File: src/rtl/gcd_operand_feeder.sv
`default_nettype none
// ============================================================================
// gcd_operand_feeder: FIFO-buffered operand sequencer and result capture for
// the GCD core, with a WAIT watchdog. Optional feature macro: GCD_ZERO_BYPASS_EN
// Revision: 1.0
// ============================================================================
module gcd_operand_feeder #(
  parameter int WIDTH   = 16,
  parameter int DEPTH   = 4,
  parameter int TIMEOUT = 1024
) (
  input  logic                   clk,
  input  logic                   rst,
  input  logic                   in_valid,
  output logic                   in_ready,
  input  logic [WIDTH-1:0]       in_a,
  input  logic [WIDTH-1:0]       in_b,
  output logic                   out_valid,
  input  logic                   out_ready,
  output logic [WIDTH-1:0]       out_gcd,
  output logic                   out_err,
  output logic                   gcd_start,
  output logic [WIDTH-1:0]       gcd_data_in,
  input  logic                   gcd_done,
  input  logic [WIDTH-1:0]       gcd_result,
  output logic                   busy,
  output logic [$clog2(DEPTH):0] fifo_count
);

  localparam int AW  = $clog2(DEPTH);
  localparam int CW  = AW + 1;
  localparam int WDW = $clog2(TIMEOUT);
  localparam logic [WDW-1:0] WD_LAST    = WDW'(TIMEOUT - 1);
  localparam logic [CW-1:0]  FULL_COUNT = CW'(DEPTH);

  typedef enum logic [2:0] {
    S_IDLE   = 3'd0,
    S_LOAD_A = 3'd1,
    S_LOAD_B = 3'd2,
    S_WAIT   = 3'd3,
    S_OUT    = 3'd4
  } state_t;

  state_t           state_q, state_d;
  logic [AW-1:0]    wr_ptr_q, wr_ptr_d;
  logic [AW-1:0]    rd_ptr_q, rd_ptr_d;
  logic [CW-1:0]    count_q, count_d;
  logic [WIDTH-1:0] a_q, a_d;
  logic [WIDTH-1:0] b_q, b_d;
  logic [WDW-1:0]   wd_q, wd_d;
  logic             out_valid_q, out_valid_d;
  logic [WIDTH-1:0] out_gcd_q, out_gcd_d;
  logic             out_err_q, out_err_d;

  logic [WIDTH-1:0] fifo_a_mem [DEPTH];
  logic [WIDTH-1:0] fifo_b_mem [DEPTH];

  logic             fifo_empty;
  logic             push;
  logic             pop;
  logic [WIDTH-1:0] head_a;
  logic [WIDTH-1:0] head_b;

  assign fifo_empty = (count_q == '0);
  assign head_a     = fifo_a_mem[rd_ptr_q];
  assign head_b     = fifo_b_mem[rd_ptr_q];

  // A slot freed by this cycle's pop may be refilled in the same cycle.
  assign in_ready = (count_q < FULL_COUNT) || pop;
  assign push     = in_valid && in_ready;

  always_ff @(posedge clk) begin
    if (push) begin
      fifo_a_mem[wr_ptr_q] <= in_a;
      fifo_b_mem[wr_ptr_q] <= in_b;
    end
  end

  always_comb begin
    state_d     = state_q;
    a_d         = a_q;
    b_d         = b_q;
    wd_d        = wd_q;
    out_valid_d = out_valid_q;
    out_gcd_d   = out_gcd_q;
    out_err_d   = out_err_q;
    pop         = 1'b0;

    case (state_q)
      S_IDLE: begin
        pop = !fifo_empty;
      end
      S_LOAD_A: begin
        state_d = S_LOAD_B;
      end
      S_LOAD_B: begin
        wd_d    = '0;
        state_d = S_WAIT;
      end
      S_WAIT: begin
        if (gcd_done) begin
          out_gcd_d   = gcd_result;
          out_err_d   = 1'b0;
          out_valid_d = 1'b1;
          state_d     = S_OUT;
        end else if (wd_q == WD_LAST) begin
          out_gcd_d   = '0;
          out_err_d   = 1'b1;
          out_valid_d = 1'b1;
          state_d     = S_OUT;
        end else begin
          wd_d = wd_q + WDW'(1);
        end
      end
      S_OUT: begin
        if (out_ready) begin
          out_valid_d = 1'b0;
          if (fifo_empty) begin
            state_d = S_IDLE;
          end else begin
            pop = 1'b1;
          end
        end
      end
      default: begin
        state_d = S_IDLE;
      end
    endcase

    if (pop) begin
      a_d     = head_a;
      b_d     = head_b;
      state_d = S_LOAD_A;
`ifdef GCD_ZERO_BYPASS_EN
      // A zero operand would hang the core; answer directly with the other one.
      if ((head_a == '0) || (head_b == '0)) begin
        out_gcd_d   = head_a | head_b;
        out_err_d   = 1'b0;
        out_valid_d = 1'b1;
        state_d     = S_OUT;
      end
`endif
    end
  end

  always_comb begin
    wr_ptr_d = push ? (wr_ptr_q + AW'(1)) : wr_ptr_q;
    rd_ptr_d = pop  ? (rd_ptr_q + AW'(1)) : rd_ptr_q;
    case ({push, pop})
      2'b10:   count_d = count_q + CW'(1);
      2'b01:   count_d = count_q - CW'(1);
      default: count_d = count_q;
    endcase
  end

  always_ff @(posedge clk) begin
    if (rst) begin
      state_q     <= S_IDLE;
      wr_ptr_q    <= '0;
      rd_ptr_q    <= '0;
      count_q     <= '0;
      a_q         <= '0;
      b_q         <= '0;
      wd_q        <= '0;
      out_valid_q <= 1'b0;
      out_gcd_q   <= '0;
      out_err_q   <= 1'b0;
    end else begin
      state_q     <= state_d;
      wr_ptr_q    <= wr_ptr_d;
      rd_ptr_q    <= rd_ptr_d;
      count_q     <= count_d;
      a_q         <= a_d;
      b_q         <= b_d;
      wd_q        <= wd_d;
      out_valid_q <= out_valid_d;
      out_gcd_q   <= out_gcd_d;
      out_err_q   <= out_err_d;
    end
  end

  always_comb begin
    case (state_q)
      S_LOAD_A:        gcd_data_in = a_q;
      S_LOAD_B, S_WAIT: gcd_data_in = b_q;
      default:         gcd_data_in = '0;
    endcase
  end

  assign gcd_start  = (state_q == S_LOAD_A);
  assign busy       = (state_q != S_IDLE);
  assign out_valid  = out_valid_q;
  assign out_gcd    = out_gcd_q;
  assign out_err    = out_err_q;
  assign fifo_count = count_q;

endmodule
`default_nettype wire

File: config.mk
export PLATFORM = sky130hd
export DESIGN_NAME = gcd_operand_feeder
export DESIGN_NICKNAME = d
export VERILOG_FILES = /design/src/rtl/gcd_operand_feeder.sv
export SDC_FILE = /design/constraint.sdc
export NUM_CORES = 1
export LEC_CHECK = 0
export CORE_MARGIN = 10
export CORE_UTILIZATION = 35
export DETAILED_ROUTE_END_ITERATION = 12
export PLACE_DENSITY_LB_ADDON = 0.25
export SKIP_LAST_GASP = 1
export SYNTH_ARGS = -nofsm -noshare
export SYNTH_HDL_FRONTEND = slang
export SYNTH_SLANG_ARGS = --single-unit
File: constraint.sdc
create_clock -name clk -period 3.3 [get_ports clk]
set_input_delay 0.99 -clock clk [delete_from_list [all_inputs] [get_ports clk]]
set_output_delay 0.99 -clock clk [all_outputs]
set_load 0.05 [all_outputs]
After elaboration in Yosys (flattened, before gate mapping)
Memories as Yosys holds them, arrays and structs flattened. A register that Yosys moved wholly into a read port is not among the register bits.
Cells that the tools add are included.
{"block": "op_classes", "addsub": 5, "mul": 0, "div": 0, "order_cmp": 1, "eq_ne": 16, "shifts": 0, "n_mux": 23, "n_bitwise": 1, "reduce_logical": 17}
{"cell": "$mux W16", "n": 2}
{"cell": "$pmux W16 S2", "n": 1}
{"cell": "$mux W10", "n": 2}
{"cell": "$pmux W10 S2", "n": 1}
{"cell": "$pmux W3 S5", "n": 1}
{"cell": "$mux W3", "n": 4}
{"cell": "$add A10 B1 Y10 const B", "n": 1}
{"cell": "$eq A10 B10 Y1 const B", "n": 1}
{"cell": "$ne A2 B2 Y1 const B", "n": 5}
{"cell": "$mux W1", "n": 9}
{"cell": "$ne A3 B3 Y1 const B", "n": 3}
{"cell": "$reduce_and A4 Y1", "n": 2}
{"cell": "$reduce_bool A2 Y1", "n": 4}
{"cell": "$eq A3 B2 Y1 const B", "n": 2}
{"cell": "$logic_not A3 Y1", "n": 2}
{"cell": "$pmux W3 S2", "n": 1}
{"cell": "$reduce_and A3 Y1", "n": 2}
{"cell": "$add A2 B1 Y2 const B", "n": 2}
{"cell": "$ne A4 B4 Y1 const B", "n": 1}
{"cell": "$pmux W1 S2", "n": 2}
{"cell": "$reduce_or A2 Y1", "n": 2}
{"cell": "$add A3 B1 Y3 const B", "n": 1}
{"cell": "$eq A3 B1 Y1 const B", "n": 1}
{"cell": "$eq A3 B3 Y1 const B", "n": 1}
{"cell": "other kinds (10)", "n": 10}
{"block": "word_totals", "regBits": 38, "latch_bits": 0, "ramBits": 128, "romBits": 0, "inputBits": 53, "output_inout_bits": 40, "elab_cells": 74, "memories": 2}
{"memory": "fifo_a_mem", "words": 4, "word_bits": 16, "read_ports": 1, "rd_clocked_by_memory_dff": 1, "wr": 1, "line_no": "55", "rtl": "logic [WIDTH-1:0] fifo_a_mem [DEPTH];"}
{"memory": "fifo_b_mem", "words": 4, "word_bits": 16, "read_ports": 1, "rd_clocked_by_memory_dff": 1, "wr": 1, "line_no": "56", "rtl": "logic [WIDTH-1:0] fifo_b_mem [DEPTH];"}

Longest topological paths before layout
{"block": "depth", "depth_word": 8, "mapped_depth": 11, "depth_no_buf": 9}

Worst setup path after synthesis
No wires, ideal clock.
{"block": "synth_timing", "path_kind": "register to output", "start": "register state_q[2]", "end": "output gcd_data_in[0]", "arrival_ps": 2024, "t_required_ps": 2310, "setup_slack_ps": 286, "stages_incl_launch_ff": 5, "path_buffers": 2, "cell_sequence": "dfxtp_1 buf_2 nor3b_2 clkbuf_1 a22o_1"}
{"block": "synth_via", "elab_cells_between_ends": 5, "classes_between": "eq/ne (3); mux (1); reduce/logical (1)"}
{"element": "start: declaration", "line_no": "44", "rtl": "state_t state_q, state_d;"}
{"element": "start signal: assignment", "line_no": "169", "rtl": "state_q <= state_d;"}
{"element": "$eq A3 B1 Y1"}
{"element": "via gcd_start", "line_no": "22", "rtl": "output logic gcd_start,"}
{"element": "$pmux W16 S2", "line_no": "183", "rtl": "case (state_q)"}
{"element": "end: declaration", "line_no": "23", "rtl": "output logic [WIDTH-1:0] gcd_data_in,"}
The timed path passes the listed nets, and every way through them passes these cells.

Worst setup path in the final report
{"block": "layout_timing", "start": "register state_q[0]", "end": "output busy"}
{"block": "layout_via", "elab_chain_cells": 1}
{"element": "$reduce_bool A3 Y1", "line_no": "191", "rtl": "assign busy = (state_q != S_IDLE);"}
{"element": "end: declaration", "line_no": "26", "rtl": "output logic busy,"}
No other way between the ends.

==> results.md <==
* Critical Path RT at between 2 and 2.5 ns
* Final Wtd Congestion at approximately 0.8
* CTS resizes at 0
* Core Box Area at 21,200 um^2
* Root cell of the clock tree: clkbuf_16
* # clock sinks at just under 200
* Cell depth of the worst setup path at 2
* Largest net degree at the start of global routing at 43
* Final wirelength at 16,600 um
* First-pass GRT wire length at ~27,000 um
* Top layer in use: met4
* CP Data Arrival Time at between 2 and 2.5 ns
* Met1 wire length at between 7000 and 8000 um
* Worst Clk Skew at about 0.014 ns
* Maxcap violations at 0
* Gr usage total at between 10% and 20%
* Antenna cells at 0
* Die ar. at 28,000 um^2
* R2R setup slack at around 0.96 ns
* CP Class: reg2out
* Met2 Wirelength at 8420 um
* Leak at between 3 and 4 nW
* Worst path bufs/invs at 1
* Register area at 5250 um^2
* Hold Vio Cnt, Final at 0
* Filler cells at ~1,900
* DR vias at about 4,600
* Area of the mapped netlist at approximately 7600 um^2
* Fin nets at around 660
* Fmax at 324 MHz
* CP max stage delay at ~0.82 ns
* DRC violations left at 0
* Slew Limit Fails at 0
* Crit end category: primary output
* DR WL/cell at roughly 19 um
* Max_slew headroom at 52.3%
* Register area share after synthesis at between 60% and 70%
* Post-CTS Setup Inserts at 0
* Critical Path Fanout Max at 15
* Max clock buf depth at 2
* Top-level I/O count at 93
* Ratio of cells with drive above 1 in the final layout at approximately 17%
* Critical path's top delay family: buffers and inverters
* DR iter-0 viols at between 200 and 300
* Setup crit start kind: flip-flop
* Worst Hold Class: reg2reg
* Area Overhead vs Synth at 26.4%
* Chip Height at ~170 um
* GR Overflow Total at 0
* Crit path from: state_q[0]$_SDFFE_PP0P_
* Commonest non-fill, non-tap cell in the layout: edfxtp_1
* Met3 WL post-DR at 738 um
* Yosys synthesis warning count at 0
* H-Tree Level Count at 4
* Starting density of the core at between 30% and 40%
* Period utilization at between 90% and 100%
* Vias in the first global route at around 4,800
* Asr flop ratio synth at 0%
* Drt via density at a little over 5
* Top FF cell, synth: edfxtp_1
* Slowest-stage cell, CP: clkdlybuf4s50_1
* Final Critical Period at around 3.1 ns
* Crit path to: busy
* Final Setup Violations at 0
* Worst-path clk slew at roughly 0.070 ns
* Crit-path cells: or3_1 > clkdlybuf4s50_1
* # hold bufs at CTS at 0
* Crit Reg-Reg Endpoint: fifo_count[2]$_SDFFE_PP0P_
* I/O Buffers at around 90
* Later-pin clock latency in the skew report at 0.44 ns
* Final core utilization at between 40% and 50%
* FF-to-FF Start: state_q[0]$_SDFFE_PP0P_
* TritonRoute pass-1 iters at 4
* Setup TNS at 0 ns
* HPWL Detailed at about 10,000 um
* Worst reg2reg path depth at 9
* Unrepaired setup endpoints after global routing: false
* Initial antenna violation count at 0
* Syn Nets at between 500 and 600
* Synth Area per Inst at between 10 and 15 um^2
* # rows at 53
* Worst IR Drop VDD at about 0.36 mV
* PD cells at approximately 750 nW/um^2
* Library cells used by synthesis at slightly below 50
* Worst-margin pin slew at between 0.7 and 0.8 ns
* Area occupied by multi-input gates at 2160 um^2
* Post-synth EDFFs at 128
* DRT antenna net count at 0
* Most frequent cells in the layout: edfxtp_1, nand2_1, clkdlybuf4s50_1, dfxtp_1, a21oi_1
* Number of register bits inferred by synthesis at 198
* Die W at about 170 um
* TritonCTS clock tree: yes
* Status: finished clean
* TritonCTS Buffers at 17
* Gate Count Post-Synth at between 500 and 600
==> logic make-up after synthesis <==
group / count (synthesis) / share of synthesized area, %
AOI/OAI and AO/OA: 111 / 9.88
muxes: 32 / 9.48
xor gates and xnor gates: 4 / 0.461
adders and majority gates: 7 / 1.25
and+or+nand+nor: 120 / 7.41
DFF: 198 / 69.0
buffers and inverters: 39 / 2.52
==> cells in the mapped netlist, types with 2 or more instances <==
cell type	number	area share, %
edfxtp_1	128	51
nand2_1	73	3.6
dfxtp_1	70	18
a21oi_1	45	3.0
a22o_1	32	3.7
mux4_2	32	9.5
buf_2	15	0.99
o21ai_0	11	0.72
clkbuf_1	10	0.49
nand3_1	9	0.59
and3_1	7	0.58
nor2_1	7	0.35
a31oi_1	6	0.49
ha_1	6	0.99
inv_1	5	0.25
or3_1	5	0.41
buf_1	4	0.20
a21o_1	3	0.30
buf_6	3	0.44
nand4_1	3	0.25
xor2_1	3	0.35
a211o_1	2	0.23
a211oi_1	2	0.20
and4_2	2	0.26
nand2b_1	2	0.16
nor2b_1	2	0.16
or4_1	2	0.20
==> routing by layer <==
metal | vias up | global-route usage [%]
met2 | 103 | 20.2
met3 | 10 | 3.70
met1 | 2308 | 14.1
met5 | - | 0
met4 | 0 | 4.05
li1 | 2142 | -
==> flip-flops by register name, summed over array words and instances, names as in the netlist <==
register,cells
a_q,16
fifo_b_mem,64
fifo_a_mem,64
wr_ptr_q,2
out_gcd,16
out_valid,1
fifo_count,3
wd_q,10
rd_ptr_q,2
state_q,3
out_err,1
b_q,16
==> through the flow <==
step	worst slack [ns]	instance area, um^2	instances	power (mW)	hold WS (ns)
after floorplan	0.286	7600	511	4.52	0.436
after global placement	0.226	9020	858	5.24	0.444
after detailed placement	0.154	9020	858	5.28	0.448
after CTS	0.177	9610	890	7.31	0.458
after global routing	0.0978	9610	890	7.59	0.479
final	0.212	9610	890	7.20	0.455
==> worst min path at each step <==
stage / cells past startpoint / endpoint / start / slack, ns
global route: 2 / b_q[12]$_SDFFE_PP0P_ / b_q[12]$_SDFFE_PP0P_ / 0.48
global placement: 2 / a_q[14]$_SDFFE_PP0P_ / a_q[14]$_SDFFE_PP0P_ / 0.44
detailed placement: 2 / b_q[12]$_SDFFE_PP0P_ / b_q[12]$_SDFFE_PP0P_ / 0.45
CTS: 2 / b_q[12]$_SDFFE_PP0P_ / b_q[12]$_SDFFE_PP0P_ / 0.46
floorplan: 2 / b_q[0]$_SDFFE_PP0P_ / b_q[0]$_SDFFE_PP0P_ / 0.44
finish: 2 / b_q[12]$_SDFFE_PP0P_ / b_q[12]$_SDFFE_PP0P_ / 0.46
==> final cells by class <==
type,instances,share of cell area (%)
clock buffer,17,4.43
clock inverter,15,1.71
inverter,6,0.234
multi-input combinational,274,22.5
sequential,198,54.6
tap,275,3.58
timing repair buffer,105,12.9
==> tightest hold or removal path, stage by stage, from the launching register on <==
cell and delay, ns:
dfxtp_1 0.31, nand2_1 0.05, a21oi_1 0.05
==> report_power, final <==
part	switching, mW	internal, mW
combinational	1.25	0.832
clock	0.993	1.01
sequential	0.161	2.94
total	2.41	4.79
Power figures use the tool's default switching activity.
